File: src/rtl/pipeline_pkg.sv
// rtl/pipeline_pkg.sv - shared types and constants for the pipeline hazard controller
package pipeline_pkg;

    localparam int REG_IDX_W = 5;
    localparam int WAIT_W    = 16;

    typedef enum logic [1:0] {
        RUN      = 2'd0,
        MEM_WAIT = 2'd1,
        ERROR    = 2'd2
    } hazard_state_t;

    typedef struct packed {
        logic pc_write;
        logic if_id_write;
        logic if_id_flush;
        logic id_ex_write;
        logic id_ex_flush;
        logic ex_mem_write;
        logic mem_wb_bubble;
    } pipe_ctrl_t;

endpackage

File: src/rtl/load_use_detect.sv
// rtl/load_use_detect.sv - combinational load-use hazard comparator
module load_use_detect
    import pipeline_pkg::*;
(
    input  logic                 mem_read_ex,
    input  logic [REG_IDX_W-1:0] rd_ex,
    input  logic [REG_IDX_W-1:0] rs1_id,
    input  logic [REG_IDX_W-1:0] rs2_id,
    input  logic                 use_rs1_id,
    input  logic                 use_rs2_id,
    output logic                 hazard
);

    // x0 is never a real producer, so a load into x0 cannot create a hazard
    always_comb begin
        hazard = mem_read_ex && (rd_ex != '0) &&
                 ((use_rs1_id && (rs1_id == rd_ex)) ||
                  (use_rs2_id && (rs2_id == rd_ex)));
    end

endmodule

File: src/rtl/pipeline_hazard_ctrl.sv
// rtl/pipeline_hazard_ctrl.sv - stall/flush sequencer; HAZARD_PERF_EN enables perf counters
module pipeline_hazard_ctrl
    import pipeline_pkg::*;
#(
    parameter int MEM_TIMEOUT = 64,
    parameter int CNT_W       = 16
) (
    input  logic                 clk,
    input  logic                 reset,
    input  logic                 memRead_EX,
    input  logic [REG_IDX_W-1:0] rd_EX,
    input  logic [REG_IDX_W-1:0] rs1_ID,
    input  logic [REG_IDX_W-1:0] rs2_ID,
    input  logic                 useRs1_ID,
    input  logic                 useRs2_ID,
    input  logic                 branchTaken_EX,
    input  logic                 memReq_MEM,
    input  logic                 memReady_MEM,
    output logic                 pcWrite,
    output logic                 ifIdWrite,
    output logic                 ifIdFlush,
    output logic                 idExWrite,
    output logic                 idExFlush,
    output logic                 exMemWrite,
    output logic                 memWbBubble,
    output logic                 memTimeout,
    output logic [CNT_W-1:0]     stallCycles,
    output logic [CNT_W-1:0]     flushCount
);

    hazard_state_t     state_q;
    hazard_state_t     state_d;
    logic [WAIT_W-1:0] wait_cnt;
    logic              mem_stall;
    logic              load_use;
    logic              wait_expired;
    pipe_ctrl_t        ctrl;

    assign mem_stall    = memReq_MEM && !memReady_MEM;
    assign wait_expired = (wait_cnt == WAIT_W'(MEM_TIMEOUT - 1));

    load_use_detect u_load_use_detect (
        .mem_read_ex (memRead_EX),
        .rd_ex       (rd_EX),
        .rs1_id      (rs1_ID),
        .rs2_id      (rs2_ID),
        .use_rs1_id  (useRs1_ID),
        .use_rs2_id  (useRs2_ID),
        .hazard      (load_use)
    );

    // State register
    always_ff @(posedge clk) begin
        if (reset) begin
            state_q <= RUN;
        end else begin
            state_q <= state_d;
        end
    end

    // Counts consecutive memory-stalled cycles; cleared whenever memory is not stalling
    always_ff @(posedge clk) begin
        if (reset) begin
            wait_cnt <= '0;
        end else if ((state_q != ERROR) && mem_stall) begin
            wait_cnt <= wait_cnt + 1'b1;
        end else begin
            wait_cnt <= '0;
        end
    end

    // Next-state: enter MEM_WAIT on a stall, leave on release, trap on timeout
    always_comb begin
        state_d = state_q;
        unique case (state_q)
            RUN: begin
                if (mem_stall) begin
                    state_d = MEM_WAIT;
                end
            end
            MEM_WAIT: begin
                if (!mem_stall) begin
                    state_d = RUN;
                end else if (wait_expired) begin
                    state_d = ERROR;
                end
            end
            ERROR: begin
                state_d = ERROR;
            end
            default: begin
                state_d = RUN;
            end
        endcase
    end

    // Mealy outputs: priority is error, memory stall, branch flush, load-use
    always_comb begin
        ctrl = '{pc_write: 1'b1, if_id_write: 1'b1, if_id_flush: 1'b0,
                 id_ex_write: 1'b1, id_ex_flush: 1'b0, ex_mem_write: 1'b1,
                 mem_wb_bubble: 1'b0};
        if (state_q == ERROR) begin
            ctrl.pc_write      = 1'b0;
            ctrl.if_id_write   = 1'b0;
            ctrl.id_ex_write   = 1'b0;
            ctrl.ex_mem_write  = 1'b0;
            ctrl.mem_wb_bubble = 1'b1;
        end else if (mem_stall) begin
            ctrl.pc_write      = 1'b0;
            ctrl.if_id_write   = 1'b0;
            ctrl.id_ex_write   = 1'b0;
            ctrl.ex_mem_write  = 1'b0;
            ctrl.mem_wb_bubble = 1'b1;
        end else if (branchTaken_EX) begin
            ctrl.if_id_flush   = 1'b1;
            ctrl.id_ex_flush   = 1'b1;
        end else if (load_use) begin
            ctrl.pc_write      = 1'b0;
            ctrl.if_id_write   = 1'b0;
            ctrl.id_ex_flush   = 1'b1;
        end
    end

    assign pcWrite     = ctrl.pc_write;
    assign ifIdWrite   = ctrl.if_id_write;
    assign ifIdFlush   = ctrl.if_id_flush;
    assign idExWrite   = ctrl.id_ex_write;
    assign idExFlush   = ctrl.id_ex_flush;
    assign exMemWrite  = ctrl.ex_mem_write;
    assign memWbBubble = ctrl.mem_wb_bubble;
    assign memTimeout  = (state_q == ERROR);

`ifdef HAZARD_PERF_EN
    logic [CNT_W-1:0] stall_cnt;
    logic [CNT_W-1:0] flush_cnt;

    // Saturating perf counters for frozen-PC cycles and branch flushes
    always_ff @(posedge clk) begin
        if (reset) begin
            stall_cnt <= '0;
            flush_cnt <= '0;
        end else begin
            if (!ctrl.pc_write && (stall_cnt != '1)) begin
                stall_cnt <= stall_cnt + 1'b1;
            end
            if (ctrl.if_id_flush && (flush_cnt != '1)) begin
                flush_cnt <= flush_cnt + 1'b1;
            end
        end
    end

    assign stallCycles = stall_cnt;
    assign flushCount  = flush_cnt;
`else
    assign stallCycles = '0;
    assign flushCount  = '0;
`endif

endmodule

File: config.mk
export PLATFORM = sky130hd
export DESIGN_NAME = pipeline_hazard_ctrl
export DESIGN_NICKNAME = d
export VERILOG_FILES = /design/src/rtl/pipeline_pkg.sv /design/src/rtl/load_use_detect.sv /design/src/rtl/pipeline_hazard_ctrl.sv
export SDC_FILE = /design/constraint.sdc
export NUM_CORES = 1
export LEC_CHECK = 0
export BUFFER_PORTS_ARGS = -buffer_cell sky130_fd_sc_hd__buf_2
export CELL_PAD_IN_SITES_DETAIL_PLACEMENT = 0
export CELL_PAD_IN_SITES_GLOBAL_PLACEMENT = 1
export CORE_MARGIN = 5
export CORE_UTILIZATION = 29
export DETAILED_ROUTE_END_ITERATION = 8
export GPL_TIMING_DRIVEN = 0
export MAX_ROUTING_LAYER = met4
export PLACE_DENSITY = 0.87
export SYNTH_ARGS = -nofsm -noshare
export SYNTH_HDL_FRONTEND = slang
export SYNTH_SLANG_ARGS = --single-unit
File: constraint.sdc
create_clock -name clk -period 2.3 [get_ports clk]
set_clock_uncertainty 0.05 [all_clocks]
set_input_delay 0.69 -clock clk [delete_from_list [all_inputs] [get_ports clk]]
set_output_delay 0.69 -clock clk [all_outputs]
set_load 0.01 [all_outputs]
; ---- Word level (Yosys, flattened, before mapping)
; Index checks and enable logic that the tools add are counted.
[op_classes]
eq_ne = 8
bitwise = 1
reduce_logical = 12
muxes = 19
n_addsub = 1
[op_table]
columns = cell, count
row1 = two-way mux 2 bit, 9
row2 = adder 16 x 1 -> 16 bit (second input constant), 1
row3 = == test 16 x 6 -> 1 bit (second input constant), 1
row4 = == test 5 bit, 2
row5 = two-way mux 1 bit, 9
row6 = logical AND 1 bit, 6
row7 = case mux 2 bit (3 select lines), 1
row8 = nonzero test 5 bit, 1
row9 = != test 2 bit (second input constant), 2
row10 = != test 3 bit (second input constant), 1
row11 = == test 2 x 1 -> 1 bit (second input constant), 1
row12 = == test 2 bit (second input constant), 1
row13 = zero test 2 bit, 1
row14 = AND reduction 2 bit, 1
row15 = OR reduction 2 bit, 1
row16 = zero test 1 bit, 1
row17 = logical OR 1 bit, 1
row18 = inverter 1 bit, 1
[totals]
regBits = 18
in_bits = 23
wordCells = 43
output_inout_bits = 40

; ---- Logic depth before layout (Yosys ltp)
; Gate-level depths: netlist of run 1.
[depth]
ltp_word = 8
ltp_mapped = 5
ltp_nobuf = 5

; ---- Cells and area by module
; A second synthesis of run 1 with hierarchy kept.
[unflattened]
hier_cells = 154
hier_area_um2 = 1272.5
[modules_own_cells]
columns = mod, seq_area_each_um2, instances, area_each_um2, cells_per_inst
row1 = pipeline_hazard_ctrl, 360.3, 1, 1138.6, 137
row2 = load_use_detect, 0.0, 1, 133.9, 17

; ---- Worst setup path before layout of run 1
; OpenSTA, ideal clock, no wires.
[synth_timing]
path_type = input -> output
from = input rd_EX[0]
to = output pcWrite
t_required_ps = 1560
arrival_ps = 1735
path_slack_ps = -175
cell_stages = 4
cell_sequence = or4_1 -> o21ai_0 -> o31a_1 -> buf_4
[synth_via]
elab_chain_cells = 8
[synth_lines]
columns = item, line_no
row1 = start: declaration, pipeline_hazard_ctrl.sv:11  ; input logic [REG_IDX_W-1:0] rd_EX,
row2 = == test 5 bit (on tied branches), "load_use_detect.sv:17, load_use_detect.sv:18"
row3 = logical AND 1 bit (on tied branches), "load_use_detect.sv:17, load_use_detect.sv:18"
row4 = logical OR 1 bit, load_use_detect.sv:17  ; ((use_rs1_id && (rs1_id == rd_ex)) ||
row5 = logical AND 1 bit (*), load_use_detect.sv:16  ; hazard = mem_read_ex && (rd_ex != '0) &&
row6 = two-way mux 2 bit (*), pipeline_hazard_ctrl.sv:117  ; end else if (load_use) begin
row7 = two-way mux 2 bit (*), pipeline_hazard_ctrl.sv:114  ; end else if (branchTaken_EX) begin
row8 = two-way mux 2 bit (*), pipeline_hazard_ctrl.sv:108  ; end else if (mem_stall) begin
row9 = two-way mux 2 bit (*), pipeline_hazard_ctrl.sv:102  ; if (state_q == ERROR) begin
row10 = end: declaration, pipeline_hazard_ctrl.sv:19  ; output logic pcWrite,
; Mark *: on every way between the ends. The rest lies on a longest branch, timed or not.

; ---- Final worst setup path of run 1
[layout_timing]
from = input rs2_ID[0]
to = output idExFlush
[layout_via]
elab_chain_cells = 8
[layout_lines]
columns = item, line_no
row1 = start: declaration, pipeline_hazard_ctrl.sv:13  ; input logic [REG_IDX_W-1:0] rs2_ID,
row2 = == test 5 bit, load_use_detect.sv:18  ; (use_rs2_id && (rs2_id == rd_ex)));
row3 = logical AND 1 bit, load_use_detect.sv:18
row4 = logical OR 1 bit, load_use_detect.sv:17
row5 = logical AND 1 bit, load_use_detect.sv:16
row6 = two-way mux 1 bit, pipeline_hazard_ctrl.sv:117
row7 = two-way mux 1 bit, pipeline_hazard_ctrl.sv:114
row8 = two-way mux 1 bit, pipeline_hazard_ctrl.sv:108
row9 = two-way mux 1 bit, pipeline_hazard_ctrl.sv:102
row10 = end: declaration, pipeline_hazard_ctrl.sv:23  ; output logic idExFlush,
; Every way passes these cells.

==> impl_metrics.yaml, run 1 <==
run_status:
  status: "finished, violations left"
  violations: "setup timing"
routing:
  viasPerCell: 4.14
  route.detailed.drc: 0
  ant_nets: 0
  dr.pass1.iters: 4
  drt_wl_total_um: 2610
  vias: 1115
  wl_per_cell_um: 9.72
  drt_iter0_markers: 26
timing:
  timing.final.max_slew_violations: 0
  whs_ps: 388
  finalCritPeriodShare: 1.17
  setup_slack_ps: -382
  min_period_ps: 2680
  setup_violations: 3
  setup_tns_ps: -1020
  max_freq_mhz: 373
  final_hold_viol_count: 0
  rsz0062_at_grt: "true"
flow_run:
  maxCapViolations: 0
layout:
  drive_above_1_share: 0.373
  stdcell_count: 269
  fin_area_um2: 1730
  nets: 242
  antenna_cells: 0
  area_delta_synth_final_pct: 37.6
place:
  placed_area_um2: 1590
  io_buffers: 30
  place_congestion: 0.712
  place_inst: 263
  dp_hpwl_um: 2040
setup_path:
  crit_type: "in2out"
  path_max_fanout: 2
  worstPathArrival_ps: 1940
  crit_path_end_kind: "primary output"
  cp-start-kind: "primary input"
  cp.required_ps: 1560
synth:
  synth.ff_latch_count: 18
  synth.avg_cell_area_um2: 8.37
  yosysUniqueCellTypes: 30
  ys_warn_count: 0
  ys_seq_area_frac: 0.287
  synth_area_um2: 1250
  synthCells: 150
power:
  max-vdd-ir-drop_mv: 0.283
  p_leak_nw: 0.790
  p_per_area_nw_per_um2: 418
floorplanning:
  fp.coreArea_um2: 4260
  dieArea_um2: 5740
  dieHeight_um: 75.8
  num_rows: 24
  io_pins: 63
  die_w_um: 75.8
  start_util: 0.294
clocking:
  cts_hold_buf: 0
  cts_buffer_depth: 2
  htreeDepth: 1
  clkSinkCount: 18
  cts_tree: "yes"
  clockRootBuffer: "clkbuf_8"
  numCtsBuffers: 3
  clock_latency_ps: 250
  path_clk_slew_ps: 60
global_route:
  antenna_found_initial: 0
  grt_pass1_wl_um: 3880
  grt_usage: 0.0885
  grt_pass1_vias: 943
  grt_max_degree: 11
  grt_overflow: 0
hold_path:
  min_path_type: "reg2reg"
## timing repair
action | in CTS | in global routing
buffers inserted | 1 | 1
setup endpoints to repair | 3 | 3
pin swaps | 6 | 6
gates resized for setup | 7 | 9
## flip-flops by register name, summed over array words and instances, names as in the netlist
register  count
wait_cnt     16
state_q       2
## cells in the mapped netlist
library cell	instances	area share
buf_6	1	0.0090
and2_0	2	0.010
xor2_1	14	0.098
o31ai_1	5	0.030
dfxtp_1	18	0.29
o21ai_0	2	0.0080
nand2b_1	3	0.015
clkbuf_1	1	0.0030
a32oi_1	1	0.0070
and3_2	1	0.0060
o31a_1	1	0.0070
inv_1	4	0.012
conb_1	1	0.0030
nor4b_1	1	0.0070
xnor2_1	5	0.035
nand3_2	1	0.0080
nand3_1	5	0.020
or4_1	6	0.036
nand2_1	7	0.021
nor3_1	2	0.0080
a21oi_1	6	0.024
nand3_4	2	0.028
nand4_1	3	0.015
nor2_1	12	0.036
nor4_1	5	0.025
or2_2	1	0.0050
and3_1	3	0.015
and2_1	2	0.010
buf_4	34	0.20
ha_1	1	0.010
## cell type report
type,instances,area (µm²)
fill,435,2540
multi-input combinational,123,758
sequential,18,360
buffer,36,270
timing repair buffer,32,203
tap,52,65.1
clock buffer,4,55.1
inverter,4,15.0
## worst max-delay path, stage by stage
cell and delay [ps]:
buf_6 90, xor2_1 160, nor4_2 300, a32oi_1 170, buf_4 160, o31ai_2 200
buf_2 170
## metal layers
metal	vias to the layer above	GRT usage	routed length, µm
li1	586	-	-
met1	499	0.107	1080
met2	25	0.139	1390
met3	5	0.0119	85
met4	0	0.0524	61
met5	-	-	0
## power by group
| group | internal, mW | switching, mW |
|---|---|---|
| Clock | 0.152 | 0.103 |
| Sequential | 0.313 | 0.000782 |
| Combinational | 0.0812 | 0.0707 |
## logic make-up (layout without fill, tap and decap cells)
family,Yosys count,in the layout,share of synthesized area
AND/OR/NAND/NOR,56,56,0.264
other,1,32,0.00299
flip-flops,18,18,0.287
buffers and inverters,40,76,0.227
AO/OA/AOI/OAI,15,15,0.0758
XOR/XNOR,19,19,0.133
adder cells (fa/ha/maj),1,1,0.00997
## final timing paths
kind	cells after the start	slack (ps)	startpoint	to
worst max-delay path	7	-380	rs2_ID[0]	idExFlush
worst min-delay path	1	390	wait_cnt[0]$_SDFF_PP0_	wait_cnt[0]$_SDFF_PP0_
worst max register to register	4	660	wait_cnt[0]$_SDFF_PP0_	wait_cnt[15]$_SDFF_PP0_
worst min register to register	1	390	wait_cnt[0]$_SDFF_PP0_	wait_cnt[0]$_SDFF_PP0_
## placed cells by master, fill, tap and decap left out, types with 2 or more instances in the layout
master and count:
buf_4 37, nand3_4 2, xnor2_1 5, nand3_1 5, clkbuf_8 4, nor3_1 2
xor2_1 14, and2_0 2, nor4_1 3, and2_1 2, conb_1 32, inv_1 4
a21oi_1 6, nand2_1 7, o31ai_1 4, nand4_1 3, buf_6 5, and3_1 3
nor2_1 12, or4_1 5, nand2b_1 3, dfxtp_1 18, nor4_2 2, buf_2 24
## metrics by stage
step	power [mW]	worst slack [ps]	utilization
floorplan	0.418	-148	-
global placement	0.453	-480	0.372
global route	0.752	-477	0.405
finish	0.722	-382	0.405
detailed placement	0.452	-458	0.372
CTS	0.716	-394	0.393
Note: power is estimated with default switching activity, not from simulation.
==> run 2: changes to the inputs <==
--- a/config.mk
+++ b/config.mk
@@ -10,10 +10,12 @@
 export CELL_PAD_IN_SITES_GLOBAL_PLACEMENT = 1
 export CORE_MARGIN = 5
 export CORE_UTILIZATION = 29
+export CTS_CLUSTER_DIAMETER = 50
 export DETAILED_ROUTE_END_ITERATION = 8
 export GPL_TIMING_DRIVEN = 0
 export MAX_ROUTING_LAYER = met4
 export PLACE_DENSITY = 0.87
 export SYNTH_ARGS = -nofsm -noshare
 export SYNTH_HDL_FRONTEND = slang
+export SYNTH_HIERARCHICAL = 1
 export SYNTH_SLANG_ARGS = --single-unit
==> run 2 against run 1 <==
Net effect:
- the flow still finishes with violations (setup timing)
- final cell count is 0.74% higher
- hold slack gained 27 ps
- area after synthesis increased by 1.4%
- non-clock buffer count is the same
- critical endpoint is now pcWrite
- largest power group unchanged
==> impl_metrics.yaml, run 2 <==
global_route:
  grt_pass1_wl_um: 4560
  grt_max_degree: 12
  antenna_found_initial: 0
  grt_pass1_vias: 1063
  grt_overflow: 0
  grt_usage: 0.0942
timing:
  max_freq_mhz: 381
  setup_tns_ps: -855
  min_period_ps: 2620
  relSlewSlack: 0.642
  rsz0062_at_grt: "true"
  whs_ps: 415
  timing.final.max_slew_violations: 0
  setup_violations: 3
  setup_slack_ps: -325
  tightestPinTransition_ps: 534
  finalCritPeriodShare: 1.14
  final_hold_viol_count: 0
layout:
  antenna_cells: 0
  final_cell_mix: "buf_4, conb_1, buf_2, dfxtp_1, nand3_1"
  largest_register_ffs: 16
  layout_commonest_cell: "buf_4"
  reg_top3: "wait_cnt: 16 flops, state_q: 2 flops"
  stdcell_count: 271
  largest_register: "wait_cnt"
  nets: 244
  drive_above_1_share: 0.365
  area_delta_synth_final_pct: 36.4
synth:
  synth_most_common_cell: "buf_4"
  synth-edff-count: 0
  synth_top_area_frac: 0.283
  synth_area_um2: 1270
  yosysUniqueCellTypes: 30
  synthCells: 154
  async_reset_ff_frac: 0
  synth_ff_type: "dfxtp_1"
  synth.ff_latch_count: 18
  ys_warn_count: 6
  synth.avg_cell_area_um2: 8.26
  yosys.area.top_type: "dfxtp_1"
  ys_seq_area_frac: 0.283
  synth_top_cells_by_count: "buf_4, dfxtp_1, a21oi_1"
  yosys-top-cells-area: "dfxtp_1, buf_4, xor2_1"
routing:
  wl_met1_um: 1200
  viasPerCell: 4.13
  drt_wl_total_um: 2640
  wl_met3_um: 152
  drt_iter0_markers: 28
  topRoutingLayerUsed: "met4"
  vias: 1120
  wl_met2_um: 1220
  wl_per_cell_um: 9.75
  dr.pass1.iters: 4
  route.detailed.drc: 0
  ant_nets: 0
setup_path:
  crit_path_end_kind: "primary output"
  slowest_stage: "or4_4"
  r2r-end: "wait_cnt[12]$_SDFF_PP0_"
  cp_cell_sequence: "buf_6 > or4_4 > o21ai_2 > a21oi_2 > a21oi_2 > buf_4 > buf_6"
  crit_type: "in2out"
  worstPathArrival_ps: 1880
  rrSetupSlack_ps: 710
  cp-start-kind: "primary input"
  path_max_fanout: 3
  cp.required_ps: 1560
  reg2reg_depth: 5
  cpPeakStageDelay_ps: 520
  reg2reg_from: "wait_cnt[0]$_SDFF_PP0_"
floorplanning:
  fp.coreArea_um2: 4290
  start_util: 0.296
  dieHeight_um: 76.2
  die_w_um: 76.2
  num_rows: 24
  dieArea_um2: 5810
  io_pins: 63
place:
  pre_cts_ws_ps: -431
  dp_hpwl_um: 2070
  io_buffers: 30
  place_inst: 267
  place_congestion: 0.754
power:
  power.internal_uw: 547
  p_sw_uw: 181
  max-vdd-ir-drop_mv: 0.202
  p_per_area_nw_per_um2: 419
  comb_power_share: 0.205
  p_leak_nw: 0.805
  clockPowerShare: 0.363
  seqPwrFrac: 0.432
  swShare: 0.248
hold_path:
  hold_end: "wait_cnt[0]$_SDFF_PP0_"
  min_path_type: "reg2reg"
  hold_path.startpoint: "wait_cnt[0]$_SDFF_PP0_"
  hold_path_depth: 1
run_status:
  status: "finished, violations left"
  violations: "setup timing"
clocking:
  htreeDepth: 1
  numCtsBuffers: 3
  cts_tree: "yes"
  cts_buffer_depth: 2
  clock_latency_ps: 260
  clockRootBuffer: "clkbuf_8"
  clkSinkCount: 18
  path_clk_slew_ps: 70
flow_run:
  maxCapViolations: 0
run 2: cell types whose count changed after synthesis, sizes merged, moves of 4 or more:
cell   previous run  this run
nor2             12         8
a21oi             6        11
o21ai             2         6
and2              4         0
or3               0         5
xor2             14         9
run 2: area by class of cell:
cell class	instances	area, µm²
fillers	444	2560
multi-input cells	122	736
flip-flops and latches	18	360
plain buffers	37	282
repair buffers	31	211
well taps	52	65.1
clock buffers	4	55.1
inverters	7	26.3
run 2: worst max-delay path, delay by kind of cell:
family,cells,cell delay [ps]
and+or+nand+nor,1,520
AOI/OAI and AO/OA,3,360
buffers and inverters,3,310
run 2: cell families after synthesis:
family / share of synthesized area
xor+xnor: 0.0895
fa+ha+maj: 0.00983
compound gates: 0.0964
simple gates: 0.250
mux: 0.0236
buf+inv: 0.245
other cells: 0.00295
flops: 0.283
run 2: through the flow:
stage                     utilization  instance area (µm²)  total power [mW]
after floorplan                     -                 1390             0.420
after global placement          0.374                 1610             0.454
after detailed placement        0.374                 1610             0.455
after CTS                       0.400                 1720             0.731
after global routing            0.404                 1740             0.761
final                           0.404                 1740             0.728
run 2: metal layers:
metal,vias up,track usage
li1,599,-
met1,479,0.117
met2,37,0.146
met3,5,0.0177
met4,0,0.0472
met5,-,-
run 2: power by group through the flow:
stage          registers, mW  clock network [mW]  logic [mW]
5_1_grt                0.314               0.281       0.166
4_1_cts                0.314               0.273       0.144
3_3_place_gp           0.321                   0       0.133
3_5_place_dp           0.321                   0       0.134
2_1_floorplan          0.321                   0      0.0983
6_report               0.314               0.264       0.149
run 2: repair_timing:
action / 4_1_cts / 5_1_grt
hold buffers: 0 / 0
endpoints found under the setup margin: 4 / 5
buffers inserted: 1 / 0
resized for setup: 13 / 4
pin swaps: 9 / 5
run 2: worst max path at each step:
stage | slack [ps] | cells after the start | endpoint | from
after global routing | -420 | 8 | pcWrite | rd_EX[1]
after detailed placement | -430 | 8 | pcWrite | rd_EX[1]
final | -320 | 7 | pcWrite | rd_EX[3]
after floorplan | -160 | 5 | pcWrite | rd_EX[1]
after global placement | -390 | 8 | pcWrite | rd_EX[1]
after CTS | -360 | 8 | pcWrite | rs2_ID[0]
==> run 3: changes to the inputs <==
--- a/config.mk
+++ b/config.mk
@@ -13,7 +13,6 @@
 export CTS_CLUSTER_DIAMETER = 50
 export DETAILED_ROUTE_END_ITERATION = 8
 export GPL_TIMING_DRIVEN = 0
-export MAX_ROUTING_LAYER = met4
 export PLACE_DENSITY = 0.87
 export SYNTH_ARGS = -nofsm -noshare
 export SYNTH_HDL_FRONTEND = slang
==> run 3 against run 2 <==
Net effect:
- the flow still finishes with violations (setup timing)
- register-to-register slack about the same
- maximum frequency about the same
- core utilization is the same
- sequential power is essentially flat
- die area stayed put
- sequential share of layout area unchanged
- clock power barely moved
- flip-flop and latch count is the same
- first-iteration DRC count unchanged
- critical endpoint unchanged
- largest power group unchanged
==> impl_metrics.yaml, run 3 (synthesis gave the netlist of run 2 again) <==
hold_path:
  min_path_type: "reg2reg"
clocking:
  htreeDepth: 1
  cts_tree: "yes"
  clkSinkCount: 18
  numCtsBuffers: 3
  path_clk_slew_ps: 70
  cts_hold_buf: 0
  cts_buffer_depth: 2
  clockRootBuffer: "clkbuf_8"
  clock_latency_ps: 260
floorplanning:
  io_pins: 63
  num_rows: 24
  fp.coreArea_um2: 4290
  start_util: 0.296
  dieArea_um2: 5810
  dieHeight_um: 76.2
  die_w_um: 76.2
timing:
  min_period_ps: 2620
  setup_slack_ps: -325
  tightestPinTransition_ps: 534
  setup_tns_ps: -854
  timing.final.max_slew_violations: 0
  finalCritPeriodShare: 1.14
  max_freq_mhz: 381
  final_hold_viol_count: 0
  setup_violations: 3
  rsz0062_at_grt: "true"
  relSlewSlack: 0.642
place:
  placed_area_um2: 1610
  place_congestion: 0.745
  dp_hpwl_um: 2070
  io_buffers: 30
layout:
  antenna_cells: 0
  layout_commonest_cell: "buf_4"
  drive_above_1_share: 0.365
  area_delta_synth_final_pct: 36.4
  nets: 244
  reg_top3: "wait_cnt: 16 flops, state_q: 2 flops"
  largest_register_ffs: 16
  fin_area_um2: 1740
  nFillCells: 444
  largest_register: "wait_cnt"
  final_cell_mix: "buf_4, conb_1, buf_2, dfxtp_1, nand3_1"
setup_path:
  crit_path_end_kind: "primary output"
  worstPathArrival_ps: 1880
  reg2reg_depth: 5
  crit_type: "in2out"
  startpoint: "rd_EX[3]"
  worstSetupEndpoint: "pcWrite"
  cp-start-kind: "primary input"
  path_max_fanout: 3
  r2r-end: "wait_cnt[12]$_SDFF_PP0_"
  cp.required_ps: 1560
  reg2reg_from: "wait_cnt[0]$_SDFF_PP0_"
  rrSetupSlack_ps: 710
routing:
  drt_wl_total_um: 2640
  route.detailed.drc: 0
  wl_per_cell_um: 9.75
  dr.pass1.iters: 4
  drt_iter0_markers: 28
  ant_nets: 0
  viasPerCell: 4.13
  vias: 1120
global_route:
  grt_pass1_vias: 1063
  grt_pass1_wl_um: 4560
  grt_max_degree: 12
  grt_overflow: 0
  antenna_found_initial: 0
  grt_usage: 0.0916
power:
  power_uw: 728
  max-vdd-ir-drop_mv: 0.202
  p_leak_nw: 0.805
  p_per_area_nw_per_um2: 419
run_status:
  violations: "setup timing"
  status: "finished, violations left"
flow_run:
  maxCapViolations: 0
==> run 3: cell counts in the layout (fill, tap and decap cells not counted) <==
Identical to the previous run, type by type.
==> run 3: metrics by stage <==
step / hold WS [ps] / worst slack [ps] / instances / utilization
after floorplan: 380 / -165 / 185 / -
after global placement: 395 / -390 / 267 / 0.374
after detailed placement: 401 / -431 / 267 / 0.374
after CTS: 418 / -359 / 271 / 0.400
after global routing: 457 / -420 / 271 / 0.404
final: 415 / -325 / 271 / 0.404
==> run 3: area by class of cell <==
| type | count | area (µm²) | area share |
|---|---|---|---|
| tap | 52 | 65.1 | 0.0375 |
| timing repair buffer | 31 | 211 | 0.122 |
| inverter | 7 | 26.3 | 0.0151 |
| sequential | 18 | 360 | 0.208 |
| clock buffer | 4 | 55.1 | 0.0317 |
| multi-input combinational | 122 | 736 | 0.424 |
| buffer | 37 | 282 | 0.162 |
==> run 3: repair_timing <==
action / in CTS / in global routing
resized for setup: 13 / 4
pin swaps: 9 / 5
endpoints found under the setup margin: 4 / 5
buffers inserted: 1 / 0
==> run 3: worst max-delay path, stage by stage <==
cell     delay, ps
buf_6          100
or4_4          520
o21ai_2        160
a21oi_2         60
a21oi_2        140
buf_4          120
buf_6           90
==> run 3: metal layers <==
| layer | vias up | track usage | share of wire |
|---|---|---|---|
| met3 | 5 | 0.0272 | 0.074 |
| met1 | 479 | 0.111 | 0.44 |
| met5 | - | 0 | 0 |
| li1 | 599 | - | - |
| met4 | 0 | 0.0472 | 0.024 |
| met2 | 37 | 0.146 | 0.46 |
==> run 3: where the power goes <==
part	leakage, nW	total, mW	internal, mW	switching, mW
clock	0.0288	0.264	0.152	0.112
combinational	0.631	0.149	0.0815	0.0679
sequential	0.145	0.314	0.313	0.00115
==> run 3: worst min-delay path by stage <==
stage                     slack (ps)                     from                      end  cells past startpoint
after floorplan                  380   wait_cnt[0]$_SDFF_PP0_   wait_cnt[0]$_SDFF_PP0_                      1
after global placement           390   wait_cnt[0]$_SDFF_PP0_   wait_cnt[0]$_SDFF_PP0_                      1
after CTS                        420   wait_cnt[0]$_SDFF_PP0_   wait_cnt[0]$_SDFF_PP0_                      1
after detailed placement         400   wait_cnt[0]$_SDFF_PP0_   wait_cnt[0]$_SDFF_PP0_                      1
final                            410   wait_cnt[0]$_SDFF_PP0_   wait_cnt[0]$_SDFF_PP0_                      1
after global routing             460  wait_cnt[15]$_SDFF_PP0_  wait_cnt[15]$_SDFF_PP0_                      2
